**src/rtl/conv3x3_mac_scheduler_if.sv**
```systemverilog
// Handshake and multiplier-port bundle for conv3x3_mac_scheduler.
// slave is the scheduler's view; master is the window source / multiplier / sink view.
interface conv3x3_mac_scheduler_if #(
   parameter int ACC_W = 20
);
   logic                    in_valid;
   logic                    in_ready;
   logic [71:0]             pix_in;
   logic [71:0]             coef_in;
   logic [7:0]              mul_a;
   logic [7:0]              mul_b;
   logic signed [15:0]      mul_p;
   logic                    out_valid;
   logic                    out_ready;
   logic signed [ACC_W-1:0] acc_out;
   logic                    busy;

   modport slave (
      input  in_valid, pix_in, coef_in, mul_p, out_ready,
      output in_ready, mul_a, mul_b, out_valid, acc_out, busy
   );

   modport master (
      output in_valid, pix_in, coef_in, mul_p, out_ready,
      input  in_ready, mul_a, mul_b, out_valid, acc_out, busy
   );
endinterface

```
**src/rtl/conv3x3_mac_scheduler.sv**
```systemverilog
// Time-multiplexes one external 8x8 multiplier over the 9 taps of a 3x3 window and
// accumulates the products. Optional ReLU/clamp output stage via CONV_RELU_CLAMP_EN.
module conv3x3_mac_scheduler #(
   parameter int ACC_W = 20
`ifdef CONV_RELU_CLAMP_EN
   , parameter int SHIFT = 0
`endif
) (
   input logic                      clk,
   input logic                      rst,
   conv3x3_mac_scheduler_if.slave   bus
);

   typedef enum logic [1:0] {IDLE, MAC, DRAIN, OUT} state_e;

   state_e                  state_q, state_d;
   logic [3:0]              k_q;
   logic [71:0]             pix_q, coef_q;
   logic signed [15:0]      prod_q;
   logic                    pv_q;
   logic signed [ACC_W-1:0] acc_q, res_q;
   logic signed [ACC_W-1:0] acc_sum;
   logic                    accept;

`ifdef CONV_RELU_CLAMP_EN
   function automatic logic signed [ACC_W-1:0] relu_clamp(input logic signed [ACC_W-1:0] v);
      logic signed [ACC_W-1:0] s;
      s = v >>> SHIFT;
      if (s < 0)        return '0;
      else if (s > 255) return ACC_W'(255);
      else              return s;
   endfunction
`endif

   // The product register lags the multiply by one cycle, so the last tap lands in DRAIN.
   assign acc_sum = acc_q + ACC_W'(prod_q);

   always_ff @(posedge clk or posedge rst) begin
      if (rst) state_q <= IDLE;
      else     state_q <= state_d;
   end

   always_comb begin
      state_d       = state_q;
      accept        = 1'b0;
      bus.in_ready  = 1'b0;
      bus.out_valid = 1'b0;
      bus.busy      = 1'b1;
      bus.mul_a     = '0;
      bus.mul_b     = '0;
      case (state_q)
         IDLE: begin
            bus.busy     = 1'b0;
            bus.in_ready = 1'b1;
            if (bus.in_valid) begin
               accept  = 1'b1;
               state_d = MAC;
            end
         end
         MAC: begin
            bus.mul_a = pix_q[{k_q, 3'b000} +: 8];
            bus.mul_b = coef_q[{k_q, 3'b000} +: 8];
            if (k_q == 4'd8) state_d = DRAIN;
         end
         DRAIN: state_d = OUT;
         OUT: begin
            bus.out_valid = 1'b1;
            if (bus.out_ready) state_d = IDLE;
         end
         default: state_d = IDLE;
      endcase
   end

   always_ff @(posedge clk or posedge rst) begin
      if (rst) begin
         k_q    <= '0;
         pix_q  <= '0;
         coef_q <= '0;
         prod_q <= '0;
         pv_q   <= 1'b0;
         acc_q  <= '0;
         res_q  <= '0;
      end else begin
         if (accept) begin
            pix_q  <= bus.pix_in;
            coef_q <= bus.coef_in;
            acc_q  <= '0;
            k_q    <= '0;
         end
         if (state_q == MAC) begin
            prod_q <= bus.mul_p;
            k_q    <= k_q + 4'd1;
         end
         pv_q <= (state_q == MAC);
         if (pv_q) acc_q <= acc_sum;
         // Result register holds the previous window's value until the next DRAIN.
         if (state_q == DRAIN) begin
`ifdef CONV_RELU_CLAMP_EN
            res_q <= relu_clamp(acc_sum);
`else
            res_q <= acc_sum;
`endif
         end
      end
   end

   assign bus.acc_out = res_q;

endmodule
```
**src/flat_wrapper.sv**
```systemverilog
// flat-port wrapper written by rule: the top's interface ports become plain ports
module conv3x3_mac_scheduler_flat 
#(
   parameter int ACC_W = 20

)
  (clk, rst, bus_in_valid, bus_pix_in, bus_coef_in, bus_mul_p, bus_out_ready, bus_in_ready, bus_mul_a, bus_mul_b, bus_out_valid, bus_acc_out, bus_busy);
  conv3x3_mac_scheduler_if #(.ACC_W(ACC_W)) bus_i ();
  input logic clk;
  input logic rst;
  input wire logic [$bits(bus_i.in_valid)-1:0] bus_in_valid;
  input wire logic [$bits(bus_i.pix_in)-1:0] bus_pix_in;
  input wire logic [$bits(bus_i.coef_in)-1:0] bus_coef_in;
  input wire logic [$bits(bus_i.mul_p)-1:0] bus_mul_p;
  input wire logic [$bits(bus_i.out_ready)-1:0] bus_out_ready;
  output wire logic [$bits(bus_i.in_ready)-1:0] bus_in_ready;
  output wire logic [$bits(bus_i.mul_a)-1:0] bus_mul_a;
  output wire logic [$bits(bus_i.mul_b)-1:0] bus_mul_b;
  output wire logic [$bits(bus_i.out_valid)-1:0] bus_out_valid;
  output wire logic [$bits(bus_i.acc_out)-1:0] bus_acc_out;
  output wire logic [$bits(bus_i.busy)-1:0] bus_busy;
  assign bus_i.in_valid = bus_in_valid;
  assign bus_i.pix_in = bus_pix_in;
  assign bus_i.coef_in = bus_coef_in;
  assign bus_i.mul_p = bus_mul_p;
  assign bus_i.out_ready = bus_out_ready;
  assign bus_in_ready = bus_i.in_ready;
  assign bus_mul_a = bus_i.mul_a;
  assign bus_mul_b = bus_i.mul_b;
  assign bus_out_valid = bus_i.out_valid;
  assign bus_acc_out = bus_i.acc_out;
  assign bus_busy = bus_i.busy;
  conv3x3_mac_scheduler #(.ACC_W(ACC_W)) u_core (.clk(clk), .rst(rst), .bus(bus_i));
endmodule
```
**config.mk**
```make
export PLATFORM = sky130hd
export DESIGN_NAME = conv3x3_mac_scheduler_flat
export DESIGN_NICKNAME = d
export VERILOG_FILES = /design/src/rtl/conv3x3_mac_scheduler_if.sv /design/src/rtl/conv3x3_mac_scheduler.sv /design/src/flat_wrapper.sv
export SDC_FILE = /design/constraint.sdc
export NUM_CORES = 1
export LEC_CHECK = 0
export ABC_AREA = 1
export BUFFER_PORTS_ARGS = -buffer_cell sky130_fd_sc_hd__clkbuf_2
export CORE_MARGIN = 1
export CORE_UTILIZATION = 41
export CTS_CLUSTER_DIAMETER = 100
export DETAILED_ROUTE_END_ITERATION = 8
export PLACE_DENSITY = 0.63
export SLEW_MARGIN = 10
export SYNTH_ARGS = -nofsm -noshare
export SYNTH_HDL_FRONTEND = slang
export SYNTH_SLANG_ARGS = --single-unit
```
**constraint.sdc**
```tcl
create_clock -name clk -period 8.67 [get_ports clk]
set_clock_uncertainty 0.15 [all_clocks]
set_input_delay 1.3005 -clock clk [delete_from_list [all_inputs] [get_ports clk]]
set_output_delay 1.3005 -clock clk [all_outputs]
set_load 0.1 [all_outputs]
```
After elaboration in Yosys (flattened, before gate mapping) --
Cells that the tools add are included.
Word-level totals: flip-flop bits (word level) 207, latch bits 0, RAM bits 0, memory bits (read-only) 0, input port bits 164, output and inout port bits 39, word-level logic and storage cells 38, memories kept 0
Operators by class: add/subtract/negate cells 2, multipliers 0, divide/modulo/power cells 0, magnitude comparators 0, equal/unequal tests 7, shift operators 2, muxes and demuxes 15, bitwise logic cells 0, reduce and logical (&&, ||, !) cells 4
Operators with widths (count):
- $shiftx 72x8->8 | 2
- $mux 20 | 2
- $add 20x16->20 | 1
- $mux 8 | 2
- $mux 4 | 2
- $pmux 2 s4 | 1
- $mux 2 | 3
- $mux 1 | 5
- $add 4x1->4 const B | 1
- $eq 2x2->1 const B | 2
- $eq 4x4->1 const B | 1
- $ne 2x2->1 const B | 2
- $reduce_bool 2->1 | 2
- $reduce_and 3->1 | 1
- $eq 2x1->1 const B | 1
- $logic_not 2->1 | 1
- $ne 2x1->1 const B | 1

Depth between registers and ports, before layout --
word-level depth 4, depth in mapped cells 13, mapped depth without buffers 13

Worst setup path after synthesis --
OpenSTA, ideal clock, no wires.
kind register to output, start register u_core.state_q[1], end output port bus_mul_a[0], arrival 2.524 ns, data required time 7.220 ns, setup slack 4.696 ns, stages on the path, launching flop included 6, buffers on the path 1, cell sequence dfrtp_1 inv_1 ha_1 clkinv_1 clkbuf_1 a21oi_1
On the way: cells in the longest elaborated chain, start to end 2
Ends and longest elaborated chain:
- from (decl) | line conv3x3_mac_scheduler.sv:16 | state_e state_q, state_d;
- from (signal assigned) | line conv3x3_mac_scheduler.sv:40 | else state_q <= state_d;
- $eq 2x1->1 | line conv3x3_mac_scheduler.sv:51 | case (state_q)
- $mux 8 | line conv3x3_mac_scheduler.sv:51
- to (decl) | line flat_wrapper.sv:17 | output wire logic [$bits(bus_i.mul_a)-1:0] bus_mul_a;
Every way passes these cells.

Worst setup path after layout --
start register u_core.k_q[0], end output port bus_mul_b[1]
On the way: cells in the longest elaborated chain, start to end 2
Ends and longest elaborated chain:
- from (decl) | line conv3x3_mac_scheduler.sv:17 | logic [3:0] k_q;
- from (signal assigned) | line conv3x3_mac_scheduler.sv:92 | k_q <= k_q + 4'd1;
- $shiftx 72x8->8 | line conv3x3_mac_scheduler.sv:62 | bus.mul_b = coef_q[{k_q, 3'b000} +: 8];
- $mux 8 | line conv3x3_mac_scheduler.sv:51
- to (decl) | line flat_wrapper.sv:18 | output wire logic [$bits(bus_i.mul_b)-1:0] bus_mul_b;
Every way passes these cells.

==> metrics.md <==
| Metric | Value |
|---|---|
| Synth Warn # | 0 |
| Setup-failing EPs final | 0 |
| Critical Path AT | roughly 3400 ps |
| FF-to-FF setup slack | ~5600 ps |
| Slew of the pin with the lowest slew margin | 1080 ps |
| Post-layout instance area | around 0.012 mm² |
| Synthesized Nets | 1525 |
| Seq/Total Area, Yosys | 0.5036 |
| Detail Route Antenna Nets | 0 |
| I/O pin count | approximately 200 |
| WL/cell | approximately 16 µm |
| Post-Syn Area | approximately 0.01 mm² |
| Synth area leader | dfrtp_1 |
| P_int | between 2 and 3 mW |
| Total CTS buffers | 24 |
| Crit-path max FO | around 110 |
| Unique cell type count in the Yosys netlist | 33 |
| Sequential power share | 0.319 |
| Min Tclk post-route | ~4800 ps |
| Sink Count | between 200 and 250 |
| Final WL | roughly 29000 µm |
| Residual DRC | 0 |
| GR Overflow Total | 0 |
| Total power | around 5.5 mW |
| Unrepaired setup endpoints after global routing | false |
| Peak supply drop | roughly 340 µV |
| Largest net degree at the start of global routing | about 130 |
| Clk pwr share | 0.195 |
| Maxcap violations | 0 |
| Kind of critical path | reg2out |
| Primary FF master, synth | dfrtp_1 |
| Switching power | approximately 2.7 mW |
| H-tree depth | 1 |
| DRT Pass-1 Iters | 6 |
| Post-Syn Instances | between 1000 and 1500 |
| Combinational fraction of design power | 0.486 |
| Initial Utilization | 0.4204 |
| Diode count | 0 |
| Die area | about 0.026 mm² |
| Lkg Pwr | roughly 6.6 nW |
| # fillers | approximately 2400 |
| Hold_ws | about 330 ps |
| Critical Path RT | roughly 7200 ps |
| Synth top area share | 0.5036 |
| Drt via density | just under 5 |
| Initial antenna violation count | 3 |
| Root Driver | clkbuf_16 |
| Final Max Tran Viols | 0 |
| Layout cells sized above 1 | 0.1702 |
| Clock Tree Buf Depth | 3 |
| Switching part of the total | 0.4894 |
| Worst skew pair latency | 530 ps |
| CTS tree | built |
| Tightest Hold Check Type | reg2reg |
| Starting DRT DRC Count | around 570 |
| Startpoint Class | flop |
| PD cells | between 400 and 500 mW/mm² |
| Top cells by area, synth | dfrtp_1, nand2_1, o21ai_0, nand3_1, inv_1 |
| Placed cell area | 0.01143 mm² |
| Post-synth EDFFs | 0 |
| Async SR Flop Fraction | 1.000 |
| Core area | 0.02446 mm² |
| Post-CTS sizing | 0 |
| Area grow syn2layout | 19.37% |
| Crit end category | primary output |
| Fin util | 0.5019 |
| Clk pin slew, worst setup/hold paths | ~60 ps |
| Rows | 57 |
| Nets | between 1500 and 2000 |
| Post-CTS Hold Buffers | 0 |
| Final setup TNS | 0 ps |
| Relative slew margins | 0.2799 |
| Die Y | between 150 and 200 µm |
| Status | complete, no violations |
| RePlAce Congestion | about 0.86 |
| Post-route clock period utilization | 0.5549 |
| Peak Freq | ~0.21 GHz |
| Global-route wire length before repair | 46450 µm |
| Number of global-route vias before repair | ~9000 |
| Mean area per synthesized cell | roughly 7.7 µm² |
| Via count | just over 9000 |
| Synth Register Bits | between 200 and 250 |
| Endpoints failing hold | 0 |
| Die W | between 150 and 200 µm |
| Setup bufs post-CTS | 0 |
| Port Buffers | 202 |
| Dpl hpwl | 20090 µm |
| Total track usage | 0.2264 |
## layer usage
layer	GRT usage	part of all wire
met1	0.2842	0.42
met2	0.3880	0.49
met3	0.04855	0.058
met4	0.07229	0.031
met5	0	0.00094
## cells in the final DEF, fill, tap and decap left out, types with 3 or more instances in the layout
master,Yosys,final
clkbuf_8,0,5
o211ai_1,28,28
clkinv_2,0,3
o221ai_1,5,5
a21oi_1,53,53
dfrtp_1,207,205
buf_4,3,6
nor2_1,45,44
nand3b_1,7,7
xor2_1,3,3
clkbuf_1,34,6
xnor2_1,7,7
clkbuf_2,0,202
nand2_1,585,584
inv_1,95,93
nand3_1,72,72
ha_1,25,25
clkbuf_16,0,24
o21ai_1,8,8
bufinv_16,0,4
o21ai_0,108,108
## cells in the mapped netlist (2+ instances only)
| library cell | number |
|---|---|
| ha_1 | 25 |
| buf_1 | 3 |
| nand3_1 | 72 |
| nand2_1 | 585 |
| o21ai_0 | 108 |
| buf_2 | 26 |
| xnor2_1 | 7 |
| a21oi_1 | 53 |
| inv_1 | 95 |
| and2_1 | 2 |
| clkinv_1 | 2 |
| o221ai_1 | 5 |
| dfrtp_1 | 207 |
| clkbuf_1 | 34 |
| nand3b_1 | 7 |
| xor2_1 | 3 |
| nor2_1 | 45 |
| buf_6 | 5 |
| o21ai_1 | 8 |
| o211ai_1 | 28 |
| buf_4 | 3 |
## cell families (layout without fill, tap and decap cells)
kind of cell               count (synthesis)  count (layout)  share of synthesized area
AOI/OAI and AO/OA                        205             205                     0.1091
xor gates and xnor gates                  10              10                   0.008516
adders and majority gates                 26              26                    0.03236
buffers and inverters                    169             350                    0.06958
DFF                                      207             207                     0.5036
and+or+nand+nor                          718             718                     0.2768
## power by group through the flow
| stage | clock [mW] | sequential, mW | combinational [mW] |
|---|---|---|---|
| floorplan | 0 | 1.93 | 1.89 |
| global placement | 0 | 1.76 | 2.65 |
| detailed placement | 0 | 1.77 | 2.69 |
| CTS | 1.10 | 1.76 | 2.70 |
| global route | 1.14 | 1.82 | 2.98 |
| finish | 1.08 | 1.76 | 2.69 |
## critical path, cell delays in order (launching register included)
cell	delay, ps
dfrtp_4	1130
inv_1	610
o21ai_0	300
o221ai_1	130
nand3_1	160
a21oi_1	90
clkbuf_2	390
## flip-flops by register name (all words and copies together) (netlist names)
signal              cells
u_core.coef_q          72
u_core.pix_q           72
u_core.acc_q           20
u_core.bus.acc_out     20
u_core.k_q              4
u_core.pv_q             1
u_core.prod_q          16
u_core.state_q          2
## path summary, 6_finish.rpt
check                                  from           endpoint  cells after the start
max                           u_core.k_q[0]       bus_mul_b[1]                      6
min                        u_core.pix_q[37]   u_core.pix_q[37]                      2
max reg2reg                   u_core.k_q[0]  u_core.state_q[0]                      8
min reg2reg                u_core.pix_q[37]   u_core.pix_q[37]                      2
max in group asynchronous               rst      u_core.k_q[0]                      3
min in group asynchronous               rst    u_core.acc_q[2]                      2
## per-stage QoR
step	std cells	worst slack, ps
after detailed placement	1796	4453
after global placement	1796	4480
after global routing	1840	3541
final	1840	3859
after floorplan	1335	1567
after CTS	1840	3876
## final cells by class
type	instances	area (µm²)	share of cell area
flip-flops and latches	207	5185	0.4223
inverters	98	380.4	0.03098
multi-input cells	959	4399	0.3583
repair buffers	208	1056	0.08602
clock inverters	9	158.9	0.01294
clock buffers	35	691.9	0.05636
well taps	324	405.4	0.03302
(Power assumes the default switching activity.)
